--- src/rtl/imm_pkg.sv ---
// Shared types and opcode constants for the decode-stage immediate unit.
package imm_pkg;

    // Widest supported datapath; buffered entries are sized for it.
    localparam int unsigned XLEN_MAX = 64;

    typedef enum logic [2:0] {
        ImmNone  = 3'd0,
        ImmI     = 3'd1,
        ImmS     = 3'd2,
        ImmB     = 3'd3,
        ImmU     = 3'd4,
        ImmJ     = 3'd5,
        ImmShamt = 3'd6,
        ImmZimm  = 3'd7
    } imm_type_e;

    localparam logic [6:0] OpcLoad    = 7'b0000011;
    localparam logic [6:0] OpcOpImm   = 7'b0010011;
    localparam logic [6:0] OpcAuipc   = 7'b0010111;
    localparam logic [6:0] OpcStore   = 7'b0100011;
    localparam logic [6:0] OpcOp      = 7'b0110011;
    localparam logic [6:0] OpcLui     = 7'b0110111;
    localparam logic [6:0] OpcBranch  = 7'b1100011;
    localparam logic [6:0] OpcJalr    = 7'b1100111;
    localparam logic [6:0] OpcJal     = 7'b1101111;
    localparam logic [6:0] OpcSystem  = 7'b1110011;
    localparam logic [6:0] OpcMiscMem = 7'b0001111;

    // One buffered decode result; pc/imm/target are zero-extended when XLEN < XLEN_MAX.
    typedef struct packed {
        logic [31:0]         instr;
        logic [XLEN_MAX-1:0] pc;
        logic [XLEN_MAX-1:0] imm;
        imm_type_e           imm_type;
        logic [XLEN_MAX-1:0] target;
        logic                unknown;
    } imm_entry_t;

endpackage

--- src/rtl/imm_decode_stage_if.sv ---
// Upstream/downstream handshake bundle of the immediate decode stage.
interface imm_decode_stage_if
    import imm_pkg::*;
#(
    parameter int unsigned XLEN = 32
) ();

    logic            in_valid;
    logic            in_ready;
    logic [31:0]     in_instr;
    logic [XLEN-1:0] in_pc;

    logic            out_valid;
    logic            out_ready;
    logic [31:0]     out_instr;
    logic [XLEN-1:0] out_pc;
    logic [XLEN-1:0] out_imm;
    imm_type_e       out_imm_type;
    logic [XLEN-1:0] out_target;
    logic            out_unknown;

    // Surrounding pipeline side
    modport master (
        output in_valid, in_instr, in_pc, out_ready,
        input  in_ready, out_valid, out_instr, out_pc, out_imm, out_imm_type, out_target,
               out_unknown
    );

    // Decode stage side
    modport slave (
        input  in_valid, in_instr, in_pc, out_ready,
        output in_ready, out_valid, out_instr, out_pc, out_imm, out_imm_type, out_target,
               out_unknown
    );

endinterface

--- src/rtl/imm_format_unit.sv ---
// Combinational immediate classifier/extractor driven purely by the opcode and funct3.
module imm_format_unit
    import imm_pkg::*;
#(
    parameter int unsigned XLEN = 32
) (
    input  logic [31:0]     i_instr,
    output logic [XLEN-1:0] o_imm,
    output imm_type_e       o_imm_type,
    output logic            o_unknown
);

    localparam int unsigned SHAMT_W = (XLEN == 64) ? 6 : 5;

    logic [6:0]  w_opcode;
    logic [2:0]  w_funct3;
    logic [31:0] w_imm32;
    logic        w_sext;

    assign w_opcode = i_instr[6:0];
    assign w_funct3 = i_instr[14:12];

    // Pick the immediate format from the opcode (and funct3 for OP-IMM/SYSTEM)
    always_comb begin
        o_imm_type = ImmNone;
        o_unknown  = 1'b0;
        unique case (w_opcode)
            OpcLoad, OpcJalr: o_imm_type = ImmI;
            OpcOpImm: begin
                o_imm_type = (w_funct3 == 3'b001 || w_funct3 == 3'b101) ? ImmShamt : ImmI;
            end
            OpcStore:         o_imm_type = ImmS;
            OpcBranch:        o_imm_type = ImmB;
            OpcLui, OpcAuipc: o_imm_type = ImmU;
            OpcJal:           o_imm_type = ImmJ;
            OpcSystem: begin
                if (w_funct3[2]) begin
                    o_imm_type = ImmZimm;
                end else if (w_funct3 != 3'b000) begin
                    o_imm_type = ImmI;
                end
            end
            OpcOp, OpcMiscMem: o_imm_type = ImmNone;
            default:           o_unknown  = 1'b1;
        endcase
    end

    // Build a 32-bit immediate; w_sext marks formats that keep extending past bit 31
    always_comb begin
        w_imm32 = '0;
        w_sext  = 1'b0;
        unique case (o_imm_type)
            ImmI: begin
                w_imm32 = {{20{i_instr[31]}}, i_instr[31:20]};
                w_sext  = 1'b1;
            end
            ImmS: begin
                w_imm32 = {{20{i_instr[31]}}, i_instr[31:25], i_instr[11:7]};
                w_sext  = 1'b1;
            end
            ImmB: begin
                w_imm32 = {{19{i_instr[31]}}, i_instr[31], i_instr[7], i_instr[30:25],
                           i_instr[11:8], 1'b0};
                w_sext  = 1'b1;
            end
            ImmJ: begin
                w_imm32 = {{11{i_instr[31]}}, i_instr[31], i_instr[19:12], i_instr[20],
                           i_instr[30:21], 1'b0};
                w_sext  = 1'b1;
            end
            ImmU: begin
                w_imm32 = {i_instr[31:12], 12'b0};
                w_sext  = 1'b1;
            end
            // instr[30] (SRAI flag) lies above the shamt field and is never picked up
            ImmShamt: w_imm32 = 32'(i_instr[20 +: SHAMT_W]);
            ImmZimm:  w_imm32 = 32'(i_instr[19:15]);
            default:  w_imm32 = '0;
        endcase
    end

    assign o_imm = w_sext ? XLEN'($signed(w_imm32)) : XLEN'(w_imm32);

endmodule

--- src/rtl/imm_decode_stage.sv ---
// Decode-stage immediate unit: decode + pc+imm before a 2-entry registered skid buffer.
module imm_decode_stage
    import imm_pkg::*;
#(
    parameter int unsigned XLEN = 32
) (
    input logic              clk,
    input logic              rst_n,
    input logic              flush,
    imm_decode_stage_if.slave bus
);

    logic [XLEN-1:0] w_imm;
    logic [XLEN-1:0] w_target;
    imm_type_e       w_imm_type;
    logic            w_unknown;
    imm_entry_t      w_entry;
    logic            w_in_fire;
    logic            w_out_fire;

    imm_entry_t      r_main;
    imm_entry_t      r_skid;
    logic            r_main_valid;
    logic            r_skid_valid;

    imm_format_unit #(
        .XLEN (XLEN)
    ) u_format (
        .i_instr    (bus.in_instr),
        .o_imm      (w_imm),
        .o_imm_type (w_imm_type),
        .o_unknown  (w_unknown)
    );

    assign w_target   = bus.in_pc + w_imm;
    assign w_in_fire  = bus.in_valid & ~r_skid_valid;
    assign w_out_fire = r_main_valid & bus.out_ready;

    // Pack the fully decoded instruction so only registers sit on the output path
    always_comb begin
        w_entry          = '0;
        w_entry.instr    = bus.in_instr;
        w_entry.pc       = XLEN_MAX'(bus.in_pc);
        w_entry.imm      = XLEN_MAX'(w_imm);
        w_entry.imm_type = w_imm_type;
        w_entry.target   = XLEN_MAX'(w_target);
        w_entry.unknown  = w_unknown;
    end

    // Main entry drives the outputs; skid catches one extra entry while main is stalled
    always_ff @(posedge clk) begin
        if (!rst_n) begin
            r_main_valid <= 1'b0;
            r_skid_valid <= 1'b0;
            r_main       <= '0;
            r_skid       <= '0;
        end else if (flush) begin
            r_main_valid <= 1'b0;
            r_skid_valid <= 1'b0;
        end else if (!r_main_valid || w_out_fire) begin
            if (r_skid_valid) begin
                // in_ready was low, so no new input can arrive on this edge
                r_main       <= r_skid;
                r_main_valid <= 1'b1;
                r_skid_valid <= 1'b0;
            end else begin
                r_main_valid <= w_in_fire;
                if (w_in_fire) begin
                    r_main <= w_entry;
                end
            end
        end else if (w_in_fire) begin
            r_skid       <= w_entry;
            r_skid_valid <= 1'b1;
        end
    end

    assign bus.in_ready     = ~r_skid_valid;
    assign bus.out_valid    = r_main_valid;
    assign bus.out_instr    = r_main.instr;
    assign bus.out_pc       = r_main.pc[XLEN-1:0];
    assign bus.out_imm      = r_main.imm[XLEN-1:0];
    assign bus.out_imm_type = r_main.imm_type;
    assign bus.out_target   = r_main.target[XLEN-1:0];
    assign bus.out_unknown  = r_main.unknown;

    // Upper entry bits are always zero on a narrow datapath and are never presented
    if (XLEN < XLEN_MAX) begin : gen_narrow
        logic w_unused_hi;
        assign w_unused_hi = ^{r_main.pc[XLEN_MAX-1:XLEN], r_main.imm[XLEN_MAX-1:XLEN],
                               r_main.target[XLEN_MAX-1:XLEN]};
    end

endmodule

--- src/flat_wrapper.sv ---
// flat-port wrapper written by rule: the top's interface ports become plain ports
module imm_decode_stage_flat import imm_pkg::*;
#(
    parameter int unsigned XLEN = 32
)
  (clk, rst_n, flush, bus_in_valid, bus_in_instr, bus_in_pc, bus_out_ready, bus_in_ready, bus_out_valid, bus_out_instr, bus_out_pc, bus_out_imm, bus_out_imm_type, bus_out_target, bus_out_unknown);
  imm_decode_stage_if #(.XLEN(XLEN)) bus_i ();
  input logic clk;
  input logic rst_n;
  input logic flush;
  input wire logic [$bits(bus_i.in_valid)-1:0] bus_in_valid;
  input wire logic [$bits(bus_i.in_instr)-1:0] bus_in_instr;
  input wire logic [$bits(bus_i.in_pc)-1:0] bus_in_pc;
  input wire logic [$bits(bus_i.out_ready)-1:0] bus_out_ready;
  output wire logic [$bits(bus_i.in_ready)-1:0] bus_in_ready;
  output wire logic [$bits(bus_i.out_valid)-1:0] bus_out_valid;
  output wire logic [$bits(bus_i.out_instr)-1:0] bus_out_instr;
  output wire logic [$bits(bus_i.out_pc)-1:0] bus_out_pc;
  output wire logic [$bits(bus_i.out_imm)-1:0] bus_out_imm;
  output wire logic [$bits(bus_i.out_imm_type)-1:0] bus_out_imm_type;
  output wire logic [$bits(bus_i.out_target)-1:0] bus_out_target;
  output wire logic [$bits(bus_i.out_unknown)-1:0] bus_out_unknown;
  assign bus_i.in_valid = bus_in_valid;
  assign bus_i.in_instr = bus_in_instr;
  assign bus_i.in_pc = bus_in_pc;
  assign bus_i.out_ready = bus_out_ready;
  assign bus_in_ready = bus_i.in_ready;
  assign bus_out_valid = bus_i.out_valid;
  assign bus_out_instr = bus_i.out_instr;
  assign bus_out_pc = bus_i.out_pc;
  assign bus_out_imm = bus_i.out_imm;
  assign bus_out_imm_type = bus_i.out_imm_type;
  assign bus_out_target = bus_i.out_target;
  assign bus_out_unknown = bus_i.out_unknown;
  imm_decode_stage #(.XLEN(XLEN)) u_core (.clk(clk), .rst_n(rst_n), .flush(flush), .bus(bus_i));
endmodule
--- config.mk ---
export PLATFORM = sky130hd
export DESIGN_NAME = imm_decode_stage_flat
export DESIGN_NICKNAME = d
export VERILOG_FILES = /design/src/rtl/imm_pkg.sv /design/src/rtl/imm_decode_stage_if.sv /design/src/rtl/imm_format_unit.sv /design/src/rtl/imm_decode_stage.sv /design/src/flat_wrapper.sv
export SDC_FILE = /design/constraint.sdc
export NUM_CORES = 1
export LEC_CHECK = 0
export BUFFER_PORTS_ARGS = -buffer_cell sky130_fd_sc_hd__buf_4
export CELL_PAD_IN_SITES_DETAIL_PLACEMENT = 0
export CELL_PAD_IN_SITES_GLOBAL_PLACEMENT = 1
export CORE_ASPECT_RATIO = 0.9
export CORE_UTILIZATION = 39
export CTS_BUF_LIST = sky130_fd_sc_hd__clkbuf_4 sky130_fd_sc_hd__clkbuf_8
export CTS_CLUSTER_DIAMETER = 80
export DETAILED_ROUTE_END_ITERATION = 10
export GPL_ROUTABILITY_DRIVEN = 0
export GPL_TIMING_DRIVEN = 0
export PLACE_DENSITY_LB_ADDON = 0.1
export SLEW_MARGIN = 10
export SYNTH_ARGS = -nofsm -noshare
export SYNTH_HDL_FRONTEND = slang
export SYNTH_SLANG_ARGS = --single-unit
--- constraint.sdc ---
create_clock -name clk -period 4.4 [get_ports clk]
set_input_delay 0.88 -clock clk [delete_from_list [all_inputs] [get_ports clk]]
set_output_delay 0.88 -clock clk [all_outputs]
set_load 0.03 [all_outputs]
==> results of run 1 <==
-- worst register-to-register path: stages (launching register included) --
cell,delay (ns)
dfxtp_1,0.43
nor2_1,0.12
nor3_1,0.29
clkbuf_1,0.81
clkbuf_1,0.55
o211ai_1,0.30
o21ai_0,0.14
nor2_1,0.06
-- worst max-delay path by stage --
stage / endpoint / cells past startpoint / slack, ns
final: u_core.r_skid[22] / 16 / 0.009
after global routing: u_core.bus.out_target[25] / 17 / -0.12
after CTS: u_core.bus.out_target[16] / 17 / 0.01
after detailed placement: u_core.bus.out_target[30] / 19 / -0.64
after global placement: u_core.r_skid[22] / 16 / -0.60
after floorplan: u_core.bus.out_target[16] / 18 / 0.12
-- state kept, by name (all words and copies together) (netlist names) --
signal and count:
u_core.bus.out_imm_type 3, u_core.bus.out_valid 1, u_core.bus.out_pc 32, u_core.bus.out_imm 32, u_core.r_skid_valid 1, u_core.r_skid 132, u_core.bus.out_unknown 1, u_core.bus.out_target 32
u_core.bus.out_instr 32
-- through the flow --
| step | hold slack, ns | instances |
|---|---|---|
| 4_1_cts | 0.4530 | 2265 |
| 5_1_grt | 0.4686 | 2272 |
| 3_3_place_gp | 0.4403 | 2187 |
| 2_1_floorplan | 0.4312 | 1570 |
| 6_report | 0.4531 | 2272 |
| 3_5_place_dp | 0.4445 | 2187 |
-- power by group through the flow --
stage	Sequential, mW	Clock (mW)	Combinational, mW
3_3_place_gp	2.59	0	0.841
4_1_cts	2.54	2.40	0.852
6_report	2.54	2.37	0.867
5_1_grt	2.55	2.52	0.927
2_1_floorplan	2.72	0	0.364
3_5_place_dp	2.59	0	0.847
-- routing by layer --
layer | vias up | GRT usage (%)
met5 | - | 0
met4 | 4 | 8.367
met3 | 93 | 5.607
met2 | 469 | 42.66
met1 | 5965 | 40.01
li1 | 6067 | -
-- kinds of logic after synthesis --
family	share of synthesized area, %
fa+ha+maj	3.177
compound gates	24.11
mux	5.233
xor+xnor	1.501
simple gates	20.38
buf+inv	4.122
flops	41.48
-- cell type report --
type | count | area, µm²
plain buffers | 119 | 464.2
clock inverters | 3 | 42.54
clock buffers | 76 | 902.1
well taps | 416 | 520.5
fillers | 3264 | 16180
inverters | 17 | 63.81
repair buffers | 208 | 1562
flip-flops and latches | 266 | 5325
multi-input cells | 1167 | 7053
-- timing repair --
action	CTS	global route
gates resized for setup	2	15
setup endpoints to repair	5	30
setup buffers	0	7
pin swaps	0	10
-- layout by cell type (no fill, tap or decap), types with 3 or more instances in the layout --
cell type  Yosys  layout
a211oi_1      69      69
a21boi_1       3       3
a21o_1        26      26
a21oi_1      179     178
a21oi_2        4       4
a21oi_4        2       3
a221o_1        5       4
a311oi_1      19      19
and2_1        16      16
and3_1         9       9
buf_1          5       5
buf_2          6       6
buf_4          0     208
clkbuf_1     108     105
clkbuf_4       0      23
clkbuf_8       0      53
dfxtp_1      266     266
ha_1          31      29
inv_1         14      14
inv_2          3       3
mux2i_1       66      66
nand2_1      285     284
nand2b_1      23      23
nand3_1       35      34
nand4_1        4       4
nor2_1       147     145
nor2b_1        8       8
nor3_1        22      22
o211a_1        8       8
o211ai_1      46      46
o21a_1         8       8
o21ai_0       43      43
o21ai_1        5       5
o21bai_1       5       5
or3_1          9       9
or3b_1         9       9
xnor2_1       14      13
xor2_1         8       8
==> flow_metrics.env, run 1 <==
export IMPL_status="finished with violations"
export IMPL_violations="design-rule violations"
export IMPL_crit_slowest_cell="xnor2_1"
export IMPL_design_area_um2=15930
export IMPL_nNetsFinal=1926
export IMPL_synth_most_common_cell="nand2_1"
export IMPL_highest_layer="met5"
export IMPL_ys_async_sr_fraction_pct=0
export IMPL_wl_met2_um=20650
export IMPL_min_path_type="flop to flop"
export IMPL_num_antenna_cells=0
export IMPL_p_comb_share_pct=15.0
export IMPL_synth_avg_cell_area_um2=8.177
export IMPL_drc=11
export IMPL_drt_first_pass_iters=9
export IMPL_crit_buf_inv=1
export IMPL_cts_root_buf="clkbuf_8"
export IMPL_grt_usage_pct=28.10
export IMPL_cts_htree_levels=2
export IMPL_area_growth_pct=24.10
export IMPL_path_common_cell="a21o_1"
export IMPL_yosysWarnings=0
export IMPL_wl_met1_um=22190
export IMPL_finalCriticalPeriod_ns=4.391
export IMPL_cpPeakStageDelay_ns=0.56
export IMPL_ys_flop_type="dfxtp_1"
export IMPL_synth_commonest_cells="285 x nand2_1, 266 x dfxtp_1, 179 x a21oi_1, 147 x nor2_1, 108 x clkbuf_1"
export IMPL_totalPowerFinal_mw=5.779
export IMPL_maxCapViolCount=0
export IMPL_syn_nets=1671
export IMPL_rsz0062_at_grt="yes"
export IMPL_row_count=62
export IMPL_finalHoldViolations=0
export IMPL_grt_start_max_net_pins=12
export IMPL_place_area_um2=14870
export IMPL_p_leak_nw=6.292
export IMPL_reg2reg_depth=7
export IMPL_start_util_pct=39.98
export IMPL_postSynthCellCount=1570
export IMPL_slew_headroom_pct=31.36
export IMPL_grt_pass1_wl_um=72040
export IMPL_cp_top_family="compound AO/OA/AOI/OAI gates"
export IMPL_wl_per_cell_um=21.26
export IMPL_grt_antenna_before_repair=1
export IMPL_synth_top_area_share_pct=41.48
export IMPL_clockBufferDepth=3
export IMPL_finish_utilization_pct=49.61
export IMPL_fin_crit_sh_pct=99.79
export IMPL_fin_skew_ns=0.02263
export IMPL_crit_chain="buf_2, and3_1, o211a_1, nor2_4, nand3_2, a21boi_2, a21o_1, ha_1, a21o_1, o21bai_4, nor4_4, a211o_2, nand2_2, xnor2_1, o21a_1, nor2_1"
export IMPL_crit_start="bus_in_instr[6]"
export IMPL_startpoint_type="primary input"
export IMPL_final_antenna_net_count=0
export IMPL_hp_start="u_core.r_skid[149]"
export IMPL_path_clk_slew_ns=0.06
export IMPL_routed_wl_um=48290
export IMPL_via_count=12600
export IMPL_ios=203
export IMPL_hold_depth=2
export IMPL_dieArea_um2=33650
export IMPL_finalWorstSetupSlack_ns=0.009315
export IMPL_syn_area_um2=12840
export IMPL_grt_overflow_total=0
export IMPL_holdPathEnd="u_core.r_skid[149]"
export IMPL_cp_required_ns=4.84
export IMPL_cell_internal_pwr_mw=4.131
export IMPL_clock_sinks=266
export IMPL_tightest_slew_ns=1.030
export IMPL_rr_endpoint="u_core.bus.out_instr[15]"
export IMPL_ir_worst_vdd_mv=0.1869
export IMPL_via_per_inst=5.545
export IMPL_dp_hpwl_um=36680
export IMPL_r2r_slack_ns=1.55
export IMPL_worstSetupPathType="primary input to flop"
export IMPL_die_y_um=174.1
export IMPL_switching_power_mw=1.648
export IMPL_grt_pass1_vias=11790
export IMPL_setup_viol=0
export IMPL_worstSkewPairLatency_ns=0.57
export IMPL_cts_tree="yes"
export IMPL_yosysTopAreaCell="dfxtp_1"
export IMPL_power_density_nw_per_um2=362.7
export IMPL_portBuffers=201
export IMPL_cts_buffers_inserted=46
export IMPL_timing_rr_start="u_core.r_skid_valid"
export IMPL_cts_hold_buf=0
export IMPL_path_max_fanout=9
export IMPL_preCtsSetupSlack_ns=-0.6431
export IMPL_worst_ep_arrival_time_ns=4.83
export IMPL_route_met3_wl_um=4134
export IMPL_power_switching_share_pct=28.51
export IMPL_core_um2=32120
export IMPL_power_frac_seq_pct=44.0
export IMPL_synth_enable_flop_cells=0
export IMPL_finalSetupTns_ns=0
export IMPL_synth_seq_cells=266
export IMPL_pwr_share_clk_pct=41.0
export IMPL_synthTopCellsByArea="dfxtp_1 41%, nand2_1 8.3%, a21oi_1 7.0%, mux2i_1 5.1%, nor2_1 4.3%"
export IMPL_die_x_um=193.3
export IMPL_drt_iter0_drc=1025
export IMPL_max_freq_ghz=0.2278
export IMPL_finalMaxSlewViolations=0
export IMPL_yosysSeqAreaShare_pct=41.48
export IMPL_drive_above_1_share_pct=18.80
export IMPL_ys_types=86
export IMPL_endpoint_kind="flop"
No activity file was read; power rests on OpenSTA's default activity.
==> run 2: changes to the inputs <==
--- a/config.mk
+++ b/config.mk
@@ -15,7 +15,7 @@
 export DETAILED_ROUTE_END_ITERATION = 10
 export GPL_ROUTABILITY_DRIVEN = 0
 export GPL_TIMING_DRIVEN = 0
-export PLACE_DENSITY_LB_ADDON = 0.1
+export PLACE_DENSITY = 0.75
 export SLEW_MARGIN = 10
 export SYNTH_ARGS = -nofsm -noshare
 export SYNTH_HDL_FRONTEND = slang
==> flow_metrics.env, run 2 (same netlist as run 1, synthesis figures left out) <==
export IMPL_fin_crit_sh_pct=99.01
export IMPL_dp_hpwl_um=36350
export IMPL_grt_pass1_wl_um=71880
export IMPL_violations="design-rule violations"
export IMPL_cts_htree_levels=2
export IMPL_finalMaxSlewViolations=0
export IMPL_grt_overflow_total=0
export IMPL_grt_start_max_net_pins=13
export IMPL_layout_common_cells="283 x nand2_1, 266 x dfxtp_1, 205 x buf_4"
export IMPL_die_x_um=193.3
export IMPL_final_antenna_net_count=0
export IMPL_grtUsageMet3_pct=6.286
export IMPL_dp_cells=2187
export IMPL_largest_register_ffs=132
export IMPL_start_util_pct=39.98
export IMPL_ir_worst_vdd_mv=0.2528
export IMPL_cp_required_ns=4.87
export IMPL_setup_viol=0
export IMPL_busiest_layer="met2"
export IMPL_path_max_fanout=8
export IMPL_drt_iter0_drc=1004
export IMPL_gr_usage_met1_pct=39.39
export IMPL_totalPowerFinal_mw=5.837
export IMPL_tightest_slew_ns=1.018
export IMPL_power_density_nw_per_um2=366.0
export IMPL_drt_first_pass_iters=9
export IMPL_row_count=62
export IMPL_endpoint_kind="flop"
export IMPL_worst_hold_slack_ns=0.4483
export IMPL_wl_per_cell_um=21.39
export IMPL_cts_buffers_inserted=47
export IMPL_place_area_um2=14870
export IMPL_maxCapViolCount=0
export IMPL_finalHoldViolations=0
export IMPL_dieArea_um2=33650
export IMPL_area_growth_pct=24.24
export IMPL_via_count=12670
export IMPL_worstSetupPathType="primary input to flop"
export IMPL_startpoint_type="primary input"
export IMPL_worst_ep_arrival_time_ns=4.83
export IMPL_drive_above_1_share_pct=18.72
export IMPL_grtUsageMet2_pct=42.24
export IMPL_fin_skew_ns=0.02387
export IMPL_stdcell_count=2270
export IMPL_worstSkewPairLatency_ns=0.60
export IMPL_die_y_um=174.1
export IMPL_clockBufferDepth=3
export IMPL_mostFrequentLayoutCell="nand2_1"
export IMPL_finalCriticalPeriod_ns=4.357
export IMPL_via_per_inst=5.583
export IMPL_design_area_um2=15950
export IMPL_preCtsSetupSlack_ns=-0.6777
export IMPL_rsz0062_at_grt="yes"
export IMPL_grt_pass1_vias=11750
export IMPL_routed_wl_um=48560
export IMPL_max_freq_ghz=0.2295
export IMPL_drc=12
export IMPL_grt_antenna_before_repair=3
export IMPL_slew_headroom_pct=32.14
export IMPL_min_path_type="flop to flop"
export IMPL_grt_usage_pct=28.09
export IMPL_ios=203
export IMPL_cts_root_buf="clkbuf_8"
export IMPL_cts_tree="yes"
export IMPL_finalWorstSetupSlack_ns=0.04344
export IMPL_num_antenna_cells=0
export IMPL_p_leak_nw=6.302
export IMPL_largest_register="u_core.r_skid"
export IMPL_clock_sinks=266
export IMPL_core_um2=32120
export IMPL_path_clk_slew_ns=0.06
export IMPL_status="finished with violations"
export IMPL_portBuffers=201
export IMPL_nNetsFinal=1924
[run 2: layout make-up]
| class | instances | area [µm²] |
|---|---|---|
| Multi-Input combinational cell | 1167 | 7063 |
| Clock buffer | 75 | 944.7 |
| Buffer | 119 | 462.9 |
| Clock inverter | 5 | 31.28 |
| Tap cell | 416 | 520.5 |
| Inverter | 17 | 63.81 |
| Sequential cell | 266 | 5325 |
| Timing Repair Buffer | 205 | 1539 |
| Fill cell | 3211 | 16170 |
[run 2: critical path: stages]
cell and delay [ns]:
buf_4 0.13, or3_1 0.39, a22oi_1 0.21, o22ai_2 0.17, nand2_4 0.16, o21ai_2 0.13
a221o_2 0.51, ha_1 0.38, a21o_1 0.20, a21oi_2 0.22, a21oi_4 0.12, o31ai_4 0.46
nand3_1 0.20, xnor2_2 0.33, o211ai_1 0.15, o211a_1 0.17
[run 2: what timing repair did]
| action | in CTS | in global routing |
|---|---|---|
| setup endpoints to repair | 2 | 31 |
| hold buffers | 0 | 0 |
| buffers inserted | 0 | 4 |
| resized for setup | 1 | 17 |
| gates cloned | 0 | 0 |
| pin swaps | 0 | 4 |
[run 2: path summary, 6_finish.rpt]
check        cells after the start                 from  slack, ns                         to
min reg2reg                      2    u_core.r_skid[86]       0.45          u_core.r_skid[86]
max reg2reg                      6  u_core.r_skid_valid       1.47   u_core.bus.out_instr[30]
min                              2    u_core.r_skid[86]       0.45          u_core.r_skid[86]
max                             16     bus_in_instr[12]       0.04  u_core.bus.out_target[18]
[run 2: power by group]
| part | total [mW] | internal, mW | leakage, nW | switching [mW] |
|---|---|---|---|---|
| clock | 2.43 | 1.35 | 0.519 | 1.08 |
| sequential | 2.54 | 2.49 | 2.16 | 0.0507 |
| combinational | 0.864 | 0.299 | 3.62 | 0.565 |
[run 2: through the flow]
step           util (%)  setup TNS, ns
6_report          49.67              0
5_1_grt           49.67        -0.1699
4_1_cts           49.36              0
3_5_place_dp      46.29         -17.26
3_3_place_gp      46.29         -17.35
2_1_floorplan         -              0
[run 2: per-layer routing]
| metal | share of wire [%] | vias up | routed length [µm] |
|---|---|---|---|
| met3 | 8.4 | 100 | 4089 |
| met4 | 3.1 | 2 | 1521 |
| li1 | - | 6050 | - |
| met1 | 46 | 6017 | 22130 |
| met2 | 43 | 504 | 20810 |
| met5 | 0.027 | - | 13 |
==> run 3: changes to the inputs <==
--- a/config.mk
+++ b/config.mk
@@ -5,7 +5,7 @@
 export SDC_FILE = /design/constraint.sdc
 export NUM_CORES = 1
 export LEC_CHECK = 0
-export BUFFER_PORTS_ARGS = -buffer_cell sky130_fd_sc_hd__buf_4
+export BUFFER_PORTS_ARGS = -buffer_cell sky130_fd_sc_hd__buf_2
 export CELL_PAD_IN_SITES_DETAIL_PLACEMENT = 0
 export CELL_PAD_IN_SITES_GLOBAL_PLACEMENT = 1
 export CORE_ASPECT_RATIO = 0.9
@@ -15,7 +15,7 @@
 export DETAILED_ROUTE_END_ITERATION = 10
 export GPL_ROUTABILITY_DRIVEN = 0
 export GPL_TIMING_DRIVEN = 0
-export PLACE_DENSITY = 0.75
+export PLACE_DENSITY = 0.86
 export SLEW_MARGIN = 10
 export SYNTH_ARGS = -nofsm -noshare
 export SYNTH_HDL_FRONTEND = slang
==> constraint.sdc (replaced) <==
create_clock -name clk -period 4.4 [get_ports clk]
set_input_delay 0.22 -clock clk [delete_from_list [all_inputs] [get_ports clk]]
set_output_delay 0.22 -clock clk [all_outputs]
set_load 0.03 [all_outputs]
==> flow_metrics.env, run 3 (same netlist as run 1, synthesis figures left out) <==
export IMPL_clockBufferDepth=3
export IMPL_cp_required_ns=4.86
export IMPL_grt_pass1_vias=12300
export IMPL_area_growth_pct=25.21
export IMPL_preCtsSetupSlack_ns=0.02555
export IMPL_finalWorstSetupSlack_ns=0.1139
export IMPL_grt_usage_pct=27.54
export IMPL_cts_tree="yes"
export IMPL_die_x_um=193.3
export IMPL_routed_wl_um=47370
export IMPL_tightest_slew_ns=0.9550
export IMPL_p_leak_nw=6.496
export IMPL_hold_depth=3
export IMPL_nFillCells=3212
export IMPL_finalHoldViolations=0
export IMPL_finalCriticalPeriod_ns=4.286
export IMPL_worst_hold_slack_ns=0.03692
export IMPL_holdPathEnd="u_core.r_skid[196]"
export IMPL_timing_rr_start="u_core.r_skid_valid"
export IMPL_reg2reg_depth=6
export IMPL_drc=12
export IMPL_startpoint_type="primary input"
export IMPL_min_path_type="primary input to flop"
export IMPL_layout_common_cells="283 x nand2_1, 266 x dfxtp_1, 207 x buf_2"
export IMPL_nNetsFinal=1988
export IMPL_dp_cells=2187
export IMPL_worstSetupPathType="primary input to flop"
export IMPL_worstSkewPairLatency_ns=0.58
export IMPL_grt_overflow_total=0
export IMPL_largest_register="u_core.r_skid"
export IMPL_max_freq_ghz=0.2333
export IMPL_drive_above_1_share_pct=17.96
export IMPL_core_um2=32120
export IMPL_stdcell_count=2338
export IMPL_mostFrequentLayoutCell="nand2_1"
export IMPL_drt_iter0_drc=1082
export IMPL_wl_per_cell_um=20.26
export IMPL_ir_worst_vdd_mv=0.2194
export IMPL_fin_crit_sh_pct=97.41
export IMPL_largest_register_ffs=132
export IMPL_cts_root_buf="clkbuf_8"
export IMPL_slew_headroom_pct=36.33
export IMPL_portBuffers=201
export IMPL_rsz0062_at_grt="yes"
export IMPL_path_clk_slew_ns=0.06
export IMPL_start_util_pct=39.98
export IMPL_dieArea_um2=33650
export IMPL_fin_skew_ns=0.01095
export IMPL_drt_first_pass_iters=11
export IMPL_grt_pass1_wl_um=71520
export IMPL_r2r_slack_ns=1.50
export IMPL_row_count=62
export IMPL_setup_viol=0
export IMPL_status="finished with violations"
export IMPL_finalMaxSlewViolations=0
export IMPL_final_antenna_net_count=0
export IMPL_cts_buffers_inserted=45
export IMPL_grt_start_max_net_pins=12
export IMPL_worst_ep_arrival_time_ns=4.74
export IMPL_violations="design-rule violations"
export IMPL_dp_hpwl_um=35520
export IMPL_grt_antenna_before_repair=2
export IMPL_via_count=13060
export IMPL_via_per_inst=5.586
export IMPL_ios=203
export IMPL_maxCapViolCount=0
export IMPL_path_max_fanout=8
export IMPL_finalSetupTns_ns=0
export IMPL_hp_start="bus_in_instr[0]"
export IMPL_place_area_um2=14370
export IMPL_power_density_nw_per_um2=357.5
export IMPL_design_area_um2=16080
export IMPL_cts_htree_levels=2
export IMPL_die_y_um=174.1
export IMPL_clock_sinks=266
export IMPL_endpoint_kind="flop"
export IMPL_rr_endpoint="u_core.bus.out_target[8]"
[run 3: repair_timing]
action | 4_1_cts | 5_1_grt
setup buffers | 0 | 5
setup endpoints to repair | 0 | 23
hold buffers | 65 | 0
hold endpoints to repair | 64 | 0
gates resized for setup | 0 | 12
[run 3: worst max path at each step]
stage	start	end	slack [ns]
2_1_floorplan	bus_in_instr[6]	u_core.bus.out_target[16]	0.78
3_3_place_gp	bus_in_instr[12]	u_core.bus.out_target[30]	0.13
3_5_place_dp	bus_in_instr[3]	u_core.bus.out_target[24]	0.03
4_1_cts	bus_in_instr[6]	u_core.bus.out_target[24]	0.07
5_1_grt	bus_in_instr[12]	u_core.bus.out_target[24]	-0.02
6_report	bus_in_instr[12]	u_core.bus.out_target[24]	0.11
[run 3: metrics by stage]
step                      power (mW)  utilization, %
after CTS                      5.745           49.72
after floorplan                3.081               -
after global placement         3.364           44.73
after global routing           5.945           50.05
final                          5.746           50.05
after detailed placement       3.374           44.73
[run 3: cell type report]
type,instances,area (µm²),area share (%)
clock inverter,10,55.05,0.3425
antenna,1,2.502,0.01557
buffer,119,461.7,2.872
sequential,266,5325,33.13
tap,416,520.5,3.238
clock buffer,71,895.9,5.573
inverter,17,63.81,0.3969
multi-input combinational,1167,7057,43.90
timing repair buffer,271,1694,10.54
[run 3: layer usage]
| metal | vias to the layer above | global-route usage (%) | wire [µm] |
|---|---|---|---|
| met2 | 579 | 42.27 | 20690 |
| met3 | 115 | 5.627 | 4035 |
| met4 | 2 | 12.03 | 1735 |
| met1 | 6170 | 37.20 | 20820 |
| met5 | - | 1.852 | 88 |
| li1 | 6194 | - | - |
[run 3: report_power, final]
part | internal, mW | switching (mW)
combinational | 0.282 | 0.569
sequential | 2.49 | 0.0485
clock | 1.29 | 1.06
total | 4.06 | 1.68
[run 3: worst max-delay path, cell delays in order]
cell and delay (ns):
dlygate4sd3_1 0.55, buf_2 0.16, or3_1 0.38, a22oi_1 0.20
o22ai_2 0.15, nand2_4 0.18, o21ai_2 0.14, a221o_2 0.49
ha_1 0.35, nor2b_1 0.16, o2111ai_2 0.29, a21oi_4 0.14
o31ai_4 0.36, a21oi_1 0.21, o41ai_4 0.34, mux2i_1 0.33
a21oi_1 0.09
